### config.mk
export PLATFORM = sky130hd
export DESIGN_NAME = multiple_checker_seq
export DESIGN_NICKNAME = d
export VERILOG_FILES = /design/src/rtl/multiple_checker_seq.sv
export SDC_FILE = /design/constraint.sdc
export NUM_CORES = 1
export LEC_CHECK = 0
export ABC_AREA = 1
export CAP_MARGIN = 20
export CORE_ASPECT_RATIO = 1.4
export CORE_MARGIN = 8
export CORE_UTILIZATION = 44
export CTS_CLUSTER_SIZE = 28
export DETAILED_ROUTE_END_ITERATION = 10
export PLACE_DENSITY_LB_ADDON = 0.2
export SYNTH_ARGS = -nofsm -noshare
export SYNTH_HDL_FRONTEND = slang
export SYNTH_SLANG_ARGS = --single-unit
### constraint.sdc
create_clock -name clk -period 2.8 [get_ports clk]
set_clock_uncertainty 0.15 [all_clocks]
set_input_delay 0.56 -clock clk [delete_from_list [all_inputs] [get_ports clk]]
set_output_delay 0.56 -clock clk [all_outputs]
set_load 0.05 [all_outputs]
### src/rtl/multiple_checker_seq.sv
// ---------------------------------------------------------------------------
// multiple_checker_seq
//
// Sequential divisibility checker. Accepts an unsigned number and a divisor
// select, runs a bit-serial restoring division (one quotient bit per cycle,
// MSB first) and presents quotient, remainder and an "is a multiple" flag
// behind a valid/ready output handshake. Two saturating counters track how
// many results were delivered and how many of them were exact multiples.
//
// Ports
//   clk            sole clock, rising edge
//   rst            synchronous active-high reset
//   in_valid       operand offered
//   in_ready       block idle and able to accept an operand
//   number         dividend, unsigned, WIDTH bits
//   sel            divisor select, divisor = sel + 2
//   out_valid      result fields valid
//   out_ready      consumer takes the result
//   ismultiple     remainder == 0
//   quotient       number / divisor
//   remainder      number mod divisor, SEL_W+1 bits
//   total_count    results delivered since reset/clear (saturating)
//   multiple_count delivered results with ismultiple = 1 (saturating)
//   clear          synchronous zeroing of both counters
// ---------------------------------------------------------------------------
module multiple_checker_seq #(
    parameter int WIDTH = 8,
    parameter int SEL_W = 3,
    parameter int CNT_W = 8
) (
    input  logic             clk,
    input  logic             rst,
    input  logic             in_valid,
    output logic             in_ready,
    input  logic [WIDTH-1:0] number,
    input  logic [SEL_W-1:0] sel,
    output logic             out_valid,
    input  logic             out_ready,
    output logic             ismultiple,
    output logic [WIDTH-1:0] quotient,
    output logic [SEL_W:0]   remainder,
    output logic [CNT_W-1:0] total_count,
    output logic [CNT_W-1:0] multiple_count,
    input  logic             clear
);

    // Divisor reaches 2^SEL_W + 1, so it and the remainder need SEL_W+1 bits;
    // the shifted trial value needs one more.
    localparam int DIV_W = SEL_W + 1;
    localparam int T_W   = SEL_W + 2;
    localparam int IDX_W = (WIDTH > 1) ? $clog2(WIDTH) : 1;

    localparam logic [1:0] S_IDLE = 2'd0;
    localparam logic [1:0] S_CALC = 2'd1;
    localparam logic [1:0] S_DONE = 2'd2;

    logic [1:0]       state;
    logic [WIDTH-1:0] num_r;
    logic [DIV_W-1:0] div_r;
    logic [DIV_W-1:0] rem_work;
    logic [WIDTH-1:0] q_work;
    logic [IDX_W-1:0] idx;

    logic [T_W-1:0]   t;
    logic [DIV_W-1:0] rem_sub;
    logic [DIV_W-1:0] rem_next;
    logic [WIDTH-1:0] q_next;
    logic             qbit;
    logic             out_hs;

    assign in_ready  = (state == S_IDLE);
    assign out_valid = (state == S_DONE);
    assign out_hs    = (state == S_DONE) && out_ready;

    // One restoring-division step. When t >= divisor the difference is
    // smaller than the divisor, so dropping t's top bit before subtracting
    // still yields the exact remainder in DIV_W bits.
    always_comb begin
        t        = {rem_work, num_r[idx]};
        qbit     = (t >= {1'b0, div_r});
        rem_sub  = t[DIV_W-1:0] - div_r;
        rem_next = qbit ? rem_sub : t[DIV_W-1:0];
        q_next   = q_work;
        q_next[idx] = qbit;
    end

    // Control FSM and datapath. The working registers are separate from the
    // result outputs so the previous result stays visible while the next
    // operand is being processed.
    always_ff @(posedge clk) begin
        if (rst) begin
            state      <= S_IDLE;
            num_r      <= '0;
            div_r      <= '0;
            rem_work   <= '0;
            q_work     <= '0;
            idx        <= '0;
            quotient   <= '0;
            remainder  <= '0;
            ismultiple <= 1'b0;
        end else begin
            case (state)
                S_IDLE: begin
                    if (in_valid) begin
                        num_r    <= number;
                        div_r    <= {1'b0, sel} + DIV_W'(2);
                        rem_work <= '0;
                        q_work   <= '0;
                        idx      <= IDX_W'(WIDTH - 1);
                        state    <= S_CALC;
                    end
                end
                S_CALC: begin
                    rem_work <= rem_next;
                    q_work   <= q_next;
                    if (idx == '0) begin
                        quotient   <= q_next;
                        remainder  <= rem_next;
                        ismultiple <= (rem_next == '0);
                        state      <= S_DONE;
                    end else begin
                        idx <= idx - IDX_W'(1);
                    end
                end
                S_DONE: begin
                    if (out_ready) state <= S_IDLE;
                end
                default: state <= S_IDLE;
            endcase
        end
    end

    // Delivery statistics; clear wins over a same-cycle handshake.
    always_ff @(posedge clk) begin
        if (rst || clear) begin
            total_count    <= '0;
            multiple_count <= '0;
        end else if (out_hs) begin
            if (total_count != '1)
                total_count <= total_count + CNT_W'(1);
            if (ismultiple && (multiple_count != '1))
                multiple_count <= multiple_count + CNT_W'(1);
        end
    end

endmodule
==> qor.yml <==
outcome: "complete, no violations"
power_w: 0.00218
drv_slew: 0
grt-ovfl-total: 0
drive_gt1_share_pct: 10.2
synth_seq_cells: 58
drt_iter0_markers: 103
row_count: 34
synthTopCellsByArea: "dfxtp_1 41%, nand2_1 9.2%, nor2_1 8.0%"
cts_root_buffer: "clkbuf_8"
synth.distinct_cells: 33
worstPathRequired_ns: 2.92
core_region_area_um2: 6210
cts_sinks: 58
avgSynthCellArea_um2: 7.24
place_ws_ns: 0.138
worst_pin_slew_ns: 0.519
die_y_um: 111
setup_viol: 0
top_level_ports: 47
clkLatencyLatePin_ns: 0.34
ctsLongestPathBuffers: 2
hold_viol: 0
wl_per_cell_um: 12.7
synthesis.area_um2: 2810
synth_top_area_share_pct: 41.4
yosysSeqAreaShare_pct: 41.4
crit_fanout: 9
ys_warn_count: 0
worstPathArrival_ns: 2.68
crit_path_cell_trace: "nor2_1, nand3_1, nand2_1, nor4_2, ha_1, inv_1, fa_1, xor2_1, nand2_1, nand2_1, nor2_1, nand3_1, a21oi_1"
fin_crit_sh_pct: 91.4
nets: 463
syn_inst: 388
wirelength_um: 6500
timing.setup.critical_path_class: "flip-flop to flip-flop"
clkTransAtPathRegs_ns: 0.06
cts_max_level: 3
crit_top_cell: "nand2_1"
route.detailed.drc: 0
ir_worst_vdd_v: 0.000382
port_buffers: 46
place_hpwl_um: 4920
area_delta_synth_final_pct: 24.3
yosys.area.top_type: "dfxtp_1"
cts_hold_buf: 0
hold_class: "flip-flop to flip-flop"
cts_tree: "built"
via_per_inst: 5.03
max_freq_mhz: 391
numCtsBuffers: 9
synthesis.nets: 415
cp-end-kind: "flip-flop"
diodes: 0
slew_headroom_pct: 65.3
antenna_found_initial: 0
track_usage_pct: 14.3
cpPeakStageDelay_ns: 0.49
grt_first_pass_wirelength_um: 11300
grt_pass1_vias: 2504
gp_congestion: 0.895
grt_max_degree: 19
setup_slack_ns: 0.242
first_pass_iters: 4
worst_path_max_delay_cell: "dfxtp_1"
postCtsSetupRepairBufs: 0
vias: 2581
start_kind: "flip-flop"
die_w_um: 83.5
power_density_nw_per_um2: 625
min_period_ns: 2.56
cellLeakagePower_nw: 1.36
initial_core_util_pct: 45.2
maxCapViolCount: 0
fp.dieArea_um2: 9230
ant_nets: 0
[sequential cells by signal, indices dropped and copies added (netlist names)]
register	cells
idx	3
ismultiple	1
div_r	4
quotient	8
multiple_count	8
q_work	8
state	2
remainder	4
total_count	8
rem_work	4
num_r	8
[final cells by class]
class,count,area [um^2]
repair buffers,52,505
flip-flops and latches,58,1160
fillers,624,2720
multi-input cells,274,1410
well taps,72,90.1
clock inverters,3,15.0
clock buffers,13,149
inverters,41,154
[worst max-delay path: cells and delay by family, from the launching register on]
kind                       cells  cell delay [ns]
AOI/OAI and AO/OA              1             0.12
xor gates and xnor gates       1             0.17
adders and majority gates      2             0.58
buffers and inverters          1             0.05
DFF                            1             0.49
and+or+nand+nor                8             0.95
[cell families (layout without fill, tap and decap cells)]
group / Yosys count / in the layout / share of synthesized area [%]
multiplexers: 2 / 2 / 0.713
XOR/XNOR: 3 / 3 / 0.936
flip-flops: 58 / 58 / 41.4
AND/OR/NAND/NOR: 175 / 175 / 27.8
adder cells (fa/ha/maj): 11 / 11 / 5.17
buffers and inverters: 56 / 109 / 8.56
AO/OA/AOI/OAI: 83 / 83 / 15.5
[repair_timing]
| action | 4_1_cts | 5_1_grt |
|---|---|---|
| setup endpoints to repair | 0 | 3 |
| gates resized for setup | 0 | 3 |
| hold endpoints to repair | 0 | 0 |
[cells in the final DEF (no fill, tap or decap)]
master,instances
o21a_1,1
mux2i_1,2
nand3_2,2
clkinv_2,3
clkbuf_8,10
nand3_1,16
nand3b_1,1
xnor2_1,1
nand2_2,4
nand4_1,6
nor2_4,3
a221oi_1,1
a21oi_2,2
nor4_1,1
o21ai_0,40
nor3_1,4
nor2_1,60
dfxtp_2,2
dfxtp_1,56
fa_1,1
inv_2,6
o21ai_2,1
ha_1,10
nor4_2,1
xor2_1,2
o211ai_1,1
nor3_2,1
or2_1,3
clkbuf_1,3
inv_1,35
nand2_4,1
clkdlybuf4s50_1,46
a21oi_1,37
nor2_2,3
nand2_1,69
buf_4,6
[layer usage]
layer / part of all wire (%) / GRT usage, %
met2: 49 / 25.2
met5: 0 / 0
met4: 1.2 / 5.66
met1: 44 / 15.2
met3: 5.6 / 4.78
[synth_stat cells (all sizes together)]
cell type / number
o21a: 1
fa: 1
nor3: 5
nand3b: 1
o21ai: 41
inv: 41
nand3: 18
a21oi: 39
nand2: 74
nor4: 2
dfxtp: 58
or2: 3
nand4: 6
buf: 8
ha: 10
clkbuf: 7
xnor2: 1
a221oi: 1
o211ai: 1
mux2i: 2
nor2: 66
xor2: 2
[power breakdown]
group / internal, W / switching, W
Sequential: 0.000883 / 0.0000458
Combinational: 0.000204 / 0.000385
Clock: 0.000341 / 0.000323
[through the flow]
stage          TNS (ns)  cell area, um^2  utilization, %  cells  hold slack (ns)
5_1_grt        -0.00472             3490            56.2    513            0.328
3_3_place_gp          0             3320            53.4    497            0.301
2_1_floorplan         0             2810               -    388            0.280
3_5_place_dp          0             3320            53.4    497            0.307
4_1_cts               0             3480            56.0    513            0.316
6_report              0             3490            56.2    513            0.314
[final timing paths]
kind                end  slack [ns]  depth (start not counted)     start
max          ismultiple        0.24                         13    idx[1]
max reg2reg  ismultiple        0.24                         13    idx[1]
min            div_r[2]        0.31                          2  div_r[2]
min reg2reg    div_r[2]        0.31                          2  div_r[2]
(Power assumes the default switching activity.)
